<file path="config.mk">
export PLATFORM = sky130hd
export DESIGN_NAME = id_stage_sb
export DESIGN_NICKNAME = d
export VERILOG_FILES = /design/src/rtl/id_stage_sb_pkg.sv /design/src/rtl/id_stage_sb_load_scoreboard.sv /design/src/rtl/id_stage_sb_main_decoder.sv /design/src/rtl/id_stage_sb.sv
export SDC_FILE = /design/constraint.sdc
export NUM_CORES = 1
export LEC_CHECK = 0
export CAP_MARGIN = 25
export CORE_AREA = 2 2 285 287
export DETAILED_ROUTE_END_ITERATION = 8
export DIE_AREA = 0 0 287 289
export GPL_ROUTABILITY_DRIVEN = 0
export PLACE_DENSITY = 0.55
export SLEW_MARGIN = 25
export SYNTH_ARGS = -nofsm -noshare
export SYNTH_HDL_FRONTEND = slang
export SYNTH_SLANG_ARGS = --single-unit
</file>
<file path="constraint.sdc">
create_clock -name clk -period 11.3 [get_ports clk]
set_input_delay 2.26 -clock clk [delete_from_list [all_inputs] [get_ports clk]]
set_output_delay 2.26 -clock clk [all_outputs]
set_load 0.005 [all_outputs]
</file>
<file path="src/rtl/id_stage_sb_pkg.sv">
`default_nettype none
// ============================================================================
// Module      : id_stage_sb_pkg
// Description : Shared types, opcodes and the forwarding priority mux for the
//               scoreboarded decode stage.
// Revision    : 1.0 - initial release
// ============================================================================
package id_stage_sb_pkg;

  // Internal datapath width for the forwarding network; XLEN must not exceed it.
  localparam int DATA_W   = 64;
  // Forwarding network is sized to this maximum; unused sources are tied off.
  localparam int MAX_FWD  = 8;
  localparam int SB_CNT_W = 4;

  localparam logic [6:0] OPC_LUI     = 7'b0110111;
  localparam logic [6:0] OPC_AUIPC   = 7'b0010111;
  localparam logic [6:0] OPC_JAL     = 7'b1101111;
  localparam logic [6:0] OPC_JALR    = 7'b1100111;
  localparam logic [6:0] OPC_BRANCH  = 7'b1100011;
  localparam logic [6:0] OPC_LOAD    = 7'b0000011;
  localparam logic [6:0] OPC_STORE   = 7'b0100011;
  localparam logic [6:0] OPC_OPIMM   = 7'b0010011;
  localparam logic [6:0] OPC_OPIMM32 = 7'b0011011;
  localparam logic [6:0] OPC_OP      = 7'b0110011;
  localparam logic [6:0] OPC_OP32    = 7'b0111011;
  localparam logic [6:0] OPC_SYSTEM  = 7'b1110011;

  typedef enum logic [3:0] {
    ALU_ADD, ALU_SUB, ALU_SLL, ALU_SLT, ALU_SLTU, ALU_XOR,
    ALU_SRL, ALU_SRA, ALU_OR, ALU_AND, ALU_PASSB
  } alu_op_e;

  typedef struct packed {
    logic [4:0]  rd;
    logic [4:0]  rs1;
    logic [4:0]  rs2;
    logic        uses_rs1;
    logic        uses_rs2;
    logic        wb_en;
    logic        is_load;
    logic        is_store;
    logic        is_branch;
    logic        is_jump;
    logic        is_csr;
    logic        is_word;
    logic        alu_src_imm;
    logic        alu_src_pc;
    alu_op_e     alu_op;
    logic [2:0]  funct3;
    logic [31:0] imm;
  } id_ctrl_t;

  typedef struct packed {
    logic                valid;
    logic [4:0]          rd;
    logic [SB_CNT_W-1:0] cnt;
  } sb_entry_t;

  typedef struct packed {
    logic              valid;
    logic [4:0]        rd;
    logic [DATA_W-1:0] data;
  } fwd_src_t;

  // Map funct3 plus the alternate bit (instr[30]) onto an ALU operation.
  function automatic alu_op_e alu_decode(input logic [2:0] f3, input logic alt);
    alu_op_e op;
    case (f3)
      3'b000:  op = alt ? ALU_SUB : ALU_ADD;
      3'b001:  op = ALU_SLL;
      3'b010:  op = ALU_SLT;
      3'b011:  op = ALU_SLTU;
      3'b100:  op = ALU_XOR;
      3'b101:  op = alt ? ALU_SRA : ALU_SRL;
      3'b110:  op = ALU_OR;
      default: op = ALU_AND;
    endcase
    return op;
  endfunction

  // Operand priority mux: x0 reads zero, otherwise the lowest-index matching
  // source wins, otherwise the fallback value (register file or held operand).
  function automatic logic [DATA_W-1:0] fwd_select(
    input logic [4:0]                 idx,
    input logic [DATA_W-1:0]          fallback,
    input fwd_src_t [MAX_FWD-1:0]     src
  );
    logic [DATA_W-1:0] res;
    logic              hit;
    res = fallback;
    hit = 1'b0;
    if (idx == 5'd0) begin
      res = '0;
    end else begin
      for (int i = 0; i < MAX_FWD; i++) begin
        if (!hit && src[i].valid && (src[i].rd == idx)) begin
          res = src[i].data;
          hit = 1'b1;
        end
      end
    end
    return res;
  endfunction

endpackage
`default_nettype wire

</file>
<file path="src/rtl/id_stage_sb_load_scoreboard.sv">
`default_nettype none
// ============================================================================
// Module      : load_scoreboard
// Description : Tracks in-flight loads until their data becomes forwardable.
// Revision    : 1.0 - initial release
// ============================================================================
module load_scoreboard
  import id_stage_sb_pkg::*;
#(
  parameter int DEPTH = 2,
  parameter int LAT   = 2
) (
  input  logic       clk,
  input  logic       rst,
  input  logic       i_ins_valid,
  input  logic [4:0] i_ins_rd,
  input  logic [4:0] i_lk1_rd,
  output logic       o_lk1_hit,
  input  logic [4:0] i_lk2_rd,
  output logic       o_lk2_hit
);

  sb_entry_t [DEPTH-1:0] r_sb;
  logic      [DEPTH-1:0] w_ins_sel;

  // Pick the lowest entry that is empty or expiring this cycle for a new load.
  always_comb begin : p_pick
    logic found;
    found     = 1'b0;
    w_ins_sel = '0;
    for (int i = 0; i < DEPTH; i++) begin
      if (!found && (!r_sb[i].valid || (r_sb[i].cnt == SB_CNT_W'(1)))) begin
        w_ins_sel[i] = 1'b1;
        found        = 1'b1;
      end
    end
  end

  // Lookups ignore entries at cnt==1: that load's value is already on a
  // forwarding source, so the consumer may proceed.
  always_comb begin
    o_lk1_hit = 1'b0;
    o_lk2_hit = 1'b0;
    for (int i = 0; i < DEPTH; i++) begin
      if (r_sb[i].valid && (r_sb[i].cnt > SB_CNT_W'(1))) begin
        if (r_sb[i].rd == i_lk1_rd) o_lk1_hit = 1'b1;
        if (r_sb[i].rd == i_lk2_rd) o_lk2_hit = 1'b1;
      end
    end
  end

  // Insert new loads and count down the live entries.
  always_ff @(posedge clk or posedge rst) begin
    if (rst) begin
      r_sb <= '0;
    end else begin
      for (int i = 0; i < DEPTH; i++) begin
        if (i_ins_valid && w_ins_sel[i]) begin
          r_sb[i] <= '{valid: 1'b1, rd: i_ins_rd, cnt: SB_CNT_W'(LAT)};
        end else if (r_sb[i].valid) begin
          if (r_sb[i].cnt == SB_CNT_W'(1)) r_sb[i].valid <= 1'b0;
          else                             r_sb[i].cnt   <= r_sb[i].cnt - SB_CNT_W'(1);
        end
      end
    end
  end

endmodule
`default_nettype wire

</file>
<file path="src/rtl/id_stage_sb_main_decoder.sv">
`default_nettype none
// ============================================================================
// Module      : main_decoder
// Description : Combinational RV64I main decoder producing id_ctrl_t.
// Revision    : 1.0 - initial release
// ============================================================================
module main_decoder
  import id_stage_sb_pkg::*;
(
  input  logic [31:0] i_instr,
  output id_ctrl_t    o_ctrl
);

  logic [6:0]  w_opc;
  logic [2:0]  w_f3;
  logic [31:0] w_imm_i;
  logic [31:0] w_imm_s;
  logic [31:0] w_imm_b;
  logic [31:0] w_imm_u;
  logic [31:0] w_imm_j;

  assign w_opc   = i_instr[6:0];
  assign w_f3    = i_instr[14:12];
  assign w_imm_i = {{20{i_instr[31]}}, i_instr[31:20]};
  assign w_imm_s = {{20{i_instr[31]}}, i_instr[31:25], i_instr[11:7]};
  assign w_imm_b = {{19{i_instr[31]}}, i_instr[31], i_instr[7], i_instr[30:25], i_instr[11:8], 1'b0};
  assign w_imm_u = {i_instr[31:12], 12'b0};
  assign w_imm_j = {{11{i_instr[31]}}, i_instr[31], i_instr[19:12], i_instr[20], i_instr[30:21], 1'b0};

  // Decode the opcode into register usage, writeback and execute controls.
  always_comb begin
    o_ctrl        = '0;
    o_ctrl.rs1    = i_instr[19:15];
    o_ctrl.rs2    = i_instr[24:20];
    o_ctrl.funct3 = w_f3;
    o_ctrl.alu_op = ALU_ADD;
    case (w_opc)
      OPC_LUI: begin
        o_ctrl.wb_en = 1'b1; o_ctrl.alu_src_imm = 1'b1;
        o_ctrl.alu_op = ALU_PASSB; o_ctrl.imm = w_imm_u;
      end
      OPC_AUIPC: begin
        o_ctrl.wb_en = 1'b1; o_ctrl.alu_src_imm = 1'b1;
        o_ctrl.alu_src_pc = 1'b1; o_ctrl.imm = w_imm_u;
      end
      OPC_JAL: begin
        o_ctrl.wb_en = 1'b1; o_ctrl.is_jump = 1'b1;
        o_ctrl.alu_src_pc = 1'b1; o_ctrl.imm = w_imm_j;
      end
      OPC_JALR: begin
        o_ctrl.wb_en = 1'b1; o_ctrl.is_jump = 1'b1; o_ctrl.uses_rs1 = 1'b1;
        o_ctrl.alu_src_imm = 1'b1; o_ctrl.imm = w_imm_i;
      end
      OPC_BRANCH: begin
        o_ctrl.uses_rs1 = 1'b1; o_ctrl.uses_rs2 = 1'b1; o_ctrl.is_branch = 1'b1;
        o_ctrl.alu_op = ALU_SUB; o_ctrl.imm = w_imm_b;
      end
      OPC_LOAD: begin
        o_ctrl.wb_en = 1'b1; o_ctrl.is_load = 1'b1; o_ctrl.uses_rs1 = 1'b1;
        o_ctrl.alu_src_imm = 1'b1; o_ctrl.imm = w_imm_i;
      end
      OPC_STORE: begin
        o_ctrl.uses_rs1 = 1'b1; o_ctrl.uses_rs2 = 1'b1; o_ctrl.is_store = 1'b1;
        o_ctrl.alu_src_imm = 1'b1; o_ctrl.imm = w_imm_s;
      end
      OPC_OPIMM, OPC_OPIMM32: begin
        o_ctrl.wb_en = 1'b1; o_ctrl.uses_rs1 = 1'b1; o_ctrl.alu_src_imm = 1'b1;
        o_ctrl.is_word = (w_opc == OPC_OPIMM32);
        o_ctrl.alu_op = alu_decode(w_f3, (w_f3 == 3'b101) & i_instr[30]);
        o_ctrl.imm = w_imm_i;
      end
      OPC_OP, OPC_OP32: begin
        o_ctrl.wb_en = 1'b1; o_ctrl.uses_rs1 = 1'b1; o_ctrl.uses_rs2 = 1'b1;
        o_ctrl.is_word = (w_opc == OPC_OP32);
        o_ctrl.alu_op = alu_decode(w_f3, i_instr[30]);
      end
      OPC_SYSTEM: begin
        o_ctrl.is_csr   = (w_f3 != 3'b000);
        o_ctrl.wb_en    = (w_f3 != 3'b000);
        o_ctrl.uses_rs1 = (w_f3 != 3'b000) & ~w_f3[2];
        o_ctrl.imm      = {27'b0, i_instr[19:15]};
      end
      default: ;
    endcase
    // rd is only meaningful when the instruction writes back.
    o_ctrl.rd = o_ctrl.wb_en ? i_instr[11:7] : 5'd0;
  end

endmodule
`default_nettype wire

</file>
<file path="src/rtl/id_stage_sb.sv">
`default_nettype none
// ============================================================================
// Module      : id_stage_sb
// Description : Decode stage with ready/valid on both sides, N-source operand
//               forwarding and load-scoreboard hazard detection.
// Revision    : 1.0 - initial release
// ============================================================================
module id_stage_sb
  import id_stage_sb_pkg::*;
#(
  parameter int XLEN     = 64,
  parameter int NFWD     = 3,
  parameter int LOAD_LAT = 2,
  parameter int SB_DEPTH = 2
) (
  input  logic                 clk,
  input  logic                 rst,
  input  logic                 in_valid,
  output logic                 in_ready,
  input  logic [63:0]          in_pc,
  input  logic [31:0]          in_instr,
  output logic [4:0]           rf_rs1_idx,
  output logic [4:0]           rf_rs2_idx,
  input  logic [XLEN-1:0]      rf_rs1_data,
  input  logic [XLEN-1:0]      rf_rs2_data,
  input  logic [NFWD-1:0]      fwd_valid,
  input  logic [NFWD*5-1:0]    fwd_rd,
  input  logic [NFWD*XLEN-1:0] fwd_data,
  input  logic                 flush,
  output logic                 out_valid,
  input  logic                 out_ready,
  output logic [63:0]          out_pc,
  output logic [31:0]          out_instr,
  output logic [XLEN-1:0]      out_rs1_val,
  output logic [XLEN-1:0]      out_rs2_val,
  output id_ctrl_t             out_ctrl
);

  if (SB_DEPTH < LOAD_LAT) begin : g_bad_sb_depth
    $error("id_stage_sb: SB_DEPTH must be >= LOAD_LAT");
  end
  if ((NFWD > MAX_FWD) || (XLEN > DATA_W)) begin : g_bad_size
    $error("id_stage_sb: NFWD or XLEN exceeds package limits");
  end

  id_ctrl_t                 w_dec;
  fwd_src_t [MAX_FWD-1:0]   w_fwd;
  logic [DATA_W-1:0]        w_cap_rs1, w_cap_rs2, w_hold_rs1, w_hold_rs2;
  logic                     w_sb_hit1, w_sb_hit2, w_haz1, w_haz2, w_hazard;
  logic                     w_capture, w_issue_load;

  logic                     r_valid;
  logic [63:0]              r_pc;
  logic [31:0]              r_instr;
  id_ctrl_t                 r_ctrl;
  logic [XLEN-1:0]          r_rs1, r_rs2;

  main_decoder u_dec (
    .i_instr (in_instr),
    .o_ctrl  (w_dec)
  );

  // Pack the flat forwarding buses into structs; unused slots never match.
  for (genvar g = 0; g < MAX_FWD; g++) begin : g_fwd
    if (g < NFWD) begin : g_src
      assign w_fwd[g] = {fwd_valid[g], fwd_rd[g*5 +: 5], DATA_W'(fwd_data[g*XLEN +: XLEN])};
    end else begin : g_none
      assign w_fwd[g] = '0;
    end
  end

  assign rf_rs1_idx = w_dec.rs1;
  assign rf_rs2_idx = w_dec.rs2;

  assign w_cap_rs1  = fwd_select(w_dec.rs1, DATA_W'(rf_rs1_data), w_fwd);
  assign w_cap_rs2  = fwd_select(w_dec.rs2, DATA_W'(rf_rs2_data), w_fwd);
  assign w_hold_rs1 = fwd_select(r_ctrl.rs1, DATA_W'(r_rs1), w_fwd);
  assign w_hold_rs2 = fwd_select(r_ctrl.rs2, DATA_W'(r_rs2), w_fwd);

  // A load still sitting in the output register has not reached the
  // scoreboard yet, so it is checked separately.
  assign w_haz1 = w_dec.uses_rs1 & (w_dec.rs1 != 5'd0) &
                  (w_sb_hit1 | (r_valid & r_ctrl.is_load & (r_ctrl.rd == w_dec.rs1)));
  assign w_haz2 = w_dec.uses_rs2 & (w_dec.rs2 != 5'd0) &
                  (w_sb_hit2 | (r_valid & r_ctrl.is_load & (r_ctrl.rd == w_dec.rs2)));
  assign w_hazard = in_valid & (w_haz1 | w_haz2);

  assign in_ready     = ~w_hazard & ~flush & (~r_valid | out_ready);
  assign w_capture    = in_valid & in_ready;
  assign w_issue_load = r_valid & out_ready & r_ctrl.is_load & (r_ctrl.rd != 5'd0) & ~flush;

  load_scoreboard #(
    .DEPTH (SB_DEPTH),
    .LAT   (LOAD_LAT)
  ) u_sb (
    .clk         (clk),
    .rst         (rst),
    .i_ins_valid (w_issue_load),
    .i_ins_rd    (r_ctrl.rd),
    .i_lk1_rd    (w_dec.rs1),
    .o_lk1_hit   (w_sb_hit1),
    .i_lk2_rd    (w_dec.rs2),
    .o_lk2_hit   (w_sb_hit2)
  );

  // Output register: capture, drain, or hold while refreshing operands.
  always_ff @(posedge clk or posedge rst) begin
    if (rst) begin
      r_valid <= 1'b0;
      r_pc    <= '0;
      r_instr <= '0;
      r_ctrl  <= '0;
      r_rs1   <= '0;
      r_rs2   <= '0;
    end else if (flush) begin
      r_valid <= 1'b0;
    end else if (w_capture) begin
      r_valid <= 1'b1;
      r_pc    <= in_pc;
      r_instr <= in_instr;
      r_ctrl  <= w_dec;
      r_rs1   <= w_cap_rs1[XLEN-1:0];
      r_rs2   <= w_cap_rs2[XLEN-1:0];
    end else if (r_valid && out_ready) begin
      r_valid <= 1'b0;
    end else if (r_valid) begin
      r_rs1   <= w_hold_rs1[XLEN-1:0];
      r_rs2   <= w_hold_rs2[XLEN-1:0];
    end
  end

  assign out_valid   = r_valid;
  assign out_pc      = r_pc;
  assign out_instr   = r_instr;
  assign out_ctrl    = r_ctrl;
  assign out_rs1_val = r_rs1;
  assign out_rs2_val = r_rs2;

endmodule
`default_nettype wire
</file>
# Word level (Yosys, flattened, before mapping)
# Cells that the tools add are included.
# totals
register_bits	310
elab_cells	250
inputBits	439
# classes
n_eq_ne	41
n_lt_le_gt_ge	2
n_reduce_logical	69
n_bitwise	25
n_addsub	2
n_mux	83
# op_table
operator	n
$mux 64	22
$pmux 32 s6	1
$eq 5x5->1	18
$pmux 4 s7	2
$mux 1	47
$eq 7x6->1 const B	4
$eq 7x7->1 const B	4
$logic_and 1x1->1	26
$reduce_bool 5->1	5
$mux 4	6
$eq 7x5->1 const B	3
$logic_not 5->1	4
$and 1x1->1	17
$pmux 4 s4	1
$logic_not 1->1	11
$reduce_or 2->1	5
$eq 3x3->1 const B	3
$reduce_or 9->1	1
$eq 4x1->1 const B	2
$gt 4x1->1 const B	2
$reduce_and 4->1	2
$reduce_or 4->1	2
$reduce_or 8->1	1
$sub 4x1->4 const B	2
15 further kinds	31

# Depth between registers and ports, before layout
# logic_depth
ltp_word	17
ltp_mapped	12
ltp_nobuf	10

# By module
# A second synthesis with hierarchy kept.
# unflattened
cells_unflattened	2310
hier_area_um2	20965.1
# by_module_without_submodules
module	area_each_um2	instances	seq_area_each_um2	cells_each
id_stage_sb	18794.3	1	7257.0	2061
load_scoreboard	1182.4	1	500.5	107
main_decoder	988.4	1	0.0	142

# Least setup slack after synthesis
# No wires, ideal clock.
# synth_timing
kind	input port to output port
from	input in_instr[22]
to	output in_ready
arrival_ns	3.390
path_slack_ns	5.650
required_ns	9.040
stages	5
path_cell_list	buf_2 or4_4 o21bai_2 o22ai_1 a21boi_0
# synth_via
elab_chain_cells	12
# synth_rtl
item	line_no	text
start, declared	id_stage_sb.sv:21	input logic [31:0] in_instr,
$eq 5x5->1	id_stage_sb_load_scoreboard.sv:47	if (r_sb[i].rd == i_lk2_rd) o_lk2_hit = 1'b1;
$mux 1	id_stage_sb_load_scoreboard.sv:47	
$mux 1	id_stage_sb_load_scoreboard.sv:45	if (r_sb[i].valid && (r_sb[i].cnt > SB_CNT_W'(1))) begin
$mux 1	id_stage_sb_load_scoreboard.sv:47	
$mux 1	id_stage_sb_load_scoreboard.sv:45	
$or 1x1->1	id_stage_sb.sv:85	(w_sb_hit2 | (r_valid & r_ctrl.is_load & (r_ctrl.rd == w_dec.rs2)));
$and 1x1->1 *	id_stage_sb.sv:84	assign w_haz2 = w_dec.uses_rs2 & (w_dec.rs2 != 5'd0) &
$or 1x1->1 *	id_stage_sb.sv:86	assign w_hazard = in_valid & (w_haz1 | w_haz2);
$and 1x1->1 *	id_stage_sb.sv:86	
$not 1->1 *	id_stage_sb.sv:88	assign in_ready = ~w_hazard & ~flush & (~r_valid | out_ready);
$and 1x1->1 * (2 in a row)	id_stage_sb.sv:88	
end, declared	id_stage_sb.sv:19	output logic in_ready,
# Mark *: on every way between the ends. The rest lies on a longest branch, timed or not.

# Worst setup path after layout
# layout_timing
from	input in_instr[23]
to	output in_ready
# Same word-level chain as after synthesis.

==> flow_summary.ini <==
[sta]
period_minus_slack_ns = 7.09
min_period_over_period_pct = 62.7
tightest_slew_ns = 1.07
slew_violations = 0
rsz0062_at_grt = false
finalHoldViolCount = 0
setup_violations = 0
setup_tns_ns = 0
fmax_ghz = 0.141
max-slew-margin-rel_pct = 28.7
skew_ns = 0.0363

[floorplanning]
pin_count = 740
chipHeight_um = 289
start_util_pct = 25.1
coreArea_um2 = 79900
die_w_um = 287
num_rows = 104
dieArea_um2 = 82900

[cts]
post_cts_buffers = 0
cts.repair.resized = 0
worstSkewPairLatency_ns = 0.58
clk_path_buf_depth = 3
cts_root_buf = clkbuf_16
ctsHtreeMaxLevel = 2
cts_tree = yes
numCtsBuffers = 40
hold_buffers = 0
cts_sinks = 297
clk_pin_slew_ns = 0.06

[drt]
vias = 20424
avgRoutedWirePerCell_um = 24.7
highest_layer = met5
dr.first_iter.drc_count = 1447
remaining_drc_errors = 0
wl_met3_um = 8870
routed_via_density = 5.24
first_pass_iters = 6
drt-met1-wl_um = 38900
wl_met2_um = 45400
final_antenna_net_count = 0
wl_um = 96300

[power]
power.density_nw_per_um2 = 141
pwr-share-clk_pct = 32.7
swShare_pct = 30.0
seq_power_share_pct = 34.2
combPwrFrac_pct = 33.0
ir_drop_v = 0.000103
p_sw_mw = 1.25
p_leak_nw = 12.6
internal_power_mw = 2.91

[synth]
netlist.area_leader.share_pct = 37.1
synth_area_leaders = dfrtp_1, mux2_2, nand2_1, mux2i_1, a221oi_1
syn-instance-count = 2200
yosysTopAreaCell = dfrtp_1
ys_types = 57
ys_warn_count = 0
syn_nets = 2643
synthArstFlopShare_pct = 100
syn_avg_cell_area_um2 = 9.11
ys_ff_latch = 297
synth_edf_count = 0
ys_seq_area_share_pct = 37.1
ys.flop_type = dfrtp_1
syn_area_um2 = 20000

[finish]
fin_nets = 3244
seqCellArea_um2 = 7430
drive_gt1_share_pct = 13.1
multi_input_area_um2 = 11500
final-instance-count-excl-fill = 3900
syn_to_final_growth_pct = 47.0
fill_cells = 8152
design_area_um2 = 29500

[setup_path]
crit_path_top_delay_cell = clkdlybuf4s50_1
cp.required_ns = 9.04
path_cells = clkdlybuf4s50_1 > or4_4 > o21bai_2 > o22ai_1 > a21boi_0 > clkdlybuf4s50_1
setup.worst_path.start_class = input port
cpMostUsedCell = clkdlybuf4s50_1
critical_path.max_stage_delay_ns = 0.78
arrival_ns = 4.83
path_max_fanout = 11
worst_setup_path_end_kind = output pin
critPathKind = input port to output pin

[placement]
placedCellCount = 3819
placedInstanceArea_um2 = 28100
portBuffers = 739
dpl.hpwl_um = 65700

[global_routing]
track_usage_pct = 22.1
grt_pass1_wl_um = 139000
antenna_found_initial = 24
grt_max_degree = 83
grt_overflow = 0
grt_pass1_vias = 19967

[hold_path]
hold_class = flip-flop to flip-flop

[run_status]
status = completed

[run]
maxCapViolCount = 0
-- layout make-up --
class | count | share of cell area (%)
Antenna cell | 9 | 0.0764
Clock buffer | 48 | 3.57
Sequential cell | 297 | 25.2
Multi-Input combinational cell | 1665 | 39.1
Tap cell | 1060 | 4.50
Timing Repair Buffer | 774 | 26.1
Inverter | 23 | 0.319
Clock inverter | 24 | 1.05
-- metal layers --
metal	track usage, %	vias to the layer above
li1	-	9205
met1	27.8	9992
met2	36.4	1019
met3	6.33	182
met4	7.06	26
met5	0	-
-- metrics by stage --
step / hold WS [ns] / util (%) / total power [mW] / setup WS, ns
3_5_place_dp: 0.491 / 35.1 / 2.81 / 4.22
4_1_cts: 0.507 / 36.8 / 4.20 / 4.22
5_1_grt: 0.512 / 36.9 / 4.34 / 4.16
3_3_place_gp: 0.488 / 35.1 / 2.81 / 4.22
6_report: 0.504 / 36.9 / 4.15 / 4.21
2_1_floorplan: 0.479 / - / 1.96 / 0.836
-- cells in the final DEF, fill, tap and decap left out, types with 3 or more instances in the layout --
master / Yosys / routed
a221oi_1: 125 / 125
nor3_1: 11 / 10
inv_1: 23 / 22
o22ai_1: 130 / 130
nand2b_1: 8 / 6
buf_4: 35 / 32
dfrtp_1: 297 / 297
nor2b_1: 6 / 6
diode_2: 0 / 9
nand2_1: 406 / 406
a31o_2: 3 / 3
xnor2_1: 41 / 41
nor2_4: 0 / 4
nand4_1: 5 / 5
bufinv_16: 0 / 6
a222oi_1: 5 / 5
clkdlybuf4s50_1: 0 / 739
a21oi_1: 184 / 184
clkbuf_1: 66 / 6
and2_1: 9 / 9
a21oi_4: 1 / 3
o21ai_0: 154 / 154
xor2_1: 51 / 51
mux2i_1: 132 / 132
and3_1: 8 / 6
clkinvlp_4: 0 / 5
mux2_2: 178 / 178
nor4_1: 16 / 15
mux2_4: 60 / 60
clkinv_2: 0 / 8
nand3_1: 32 / 30
ha_1: 4 / 4
o211ai_1: 4 / 4
nor2_1: 58 / 55
clkbuf_16: 0 / 40
-- state kept, by name (all words and copies together) (netlist names) --
register and cells:
out_instr 32, out_rs2_val 64, u_sb.r_sb 20, out_pc 64, out_ctrl 52, out_rs1_val 64
out_valid 1
-- power by group through the flow --
| stage | Clock, mW | Sequential [mW] | Combinational, mW |
|---|---|---|---|
| after floorplan | 0 | 1.43 | 0.537 |
| after detailed placement | 0 | 1.44 | 1.38 |
| after CTS | 1.39 | 1.42 | 1.38 |
| after global placement | 0 | 1.44 | 1.37 |
| final | 1.36 | 1.42 | 1.37 |
| after global routing | 1.43 | 1.45 | 1.47 |
-- path summary, 6_finish.rpt --
path | start | endpoint | slack (ns) | depth (start not counted)
max reg2reg | u_sb.r_sb[10]$_DFFE_PP0P_ | out_rs1_val[49]$_DFFE_PP0P_ | 6.72 | 12
min reg2reg | out_rs1_val[13]$_DFFE_PP0P_ | out_rs1_val[13]$_DFFE_PP0P_ | 0.50 | 1
max | in_instr[23] | in_ready | 4.21 | 6
max in group asynchronous | rst | out_rs1_val[56]$_DFFE_PP0P_ | 7.04 | 4
min in group asynchronous | rst | out_rs1_val[4]$_DFFE_PP0P_ | 2.16 | 2
min | out_rs1_val[13]$_DFFE_PP0P_ | out_rs1_val[13]$_DFFE_PP0P_ | 0.50 | 1
-- critical path, delay by kind of cell --
kind,cells,cell delay (ns)
AO/OA/AOI/OAI,3,0.51
buffers and inverters,2,1.32
AND/OR/NAND/NOR,1,0.72
-- synthesized netlist by cell type, types with 5 or more instances --
cell	instances
a21oi_1	184
o21ai_0	154
a221oi_1	125
nor2b_1	6
dfrtp_1	297
a222oi_1	5
and2_1	9
nand4_1	5
buf_1	6
mux2_4	60
xor2_1	51
buf_2	101
clkbuf_1	66
mux2i_1	132
nor3_1	11
nand2_1	406
nand3_1	32
o22ai_1	130
and3_1	8
xnor2_1	41
nor4_1	16
buf_4	35
inv_1	23
nand2b_1	8
buf_6	7
mux2_2	178
nor2_1	58
-- logic make-up (layout without fill, tap and decap cells) --
| logic type | Yosys count | count (layout) | share of synthesized area [%] |
|---|---|---|---|
| xor gates and xnor gates | 92 | 92 | 4.02 |
| and+or+nand+nor | 569 | 569 | 11.9 |
| AOI/OAI and AO/OA | 629 | 629 | 19.6 |
| buffers and inverters | 238 | 869 | 6.01 |
| muxes | 371 | 371 | 21.1 |
| other | 0 | 9 | 0 |
| adders and majority gates | 4 | 4 | 0.250 |
| DFF | 297 | 297 | 37.1 |
Power figures use the tool's default switching activity.
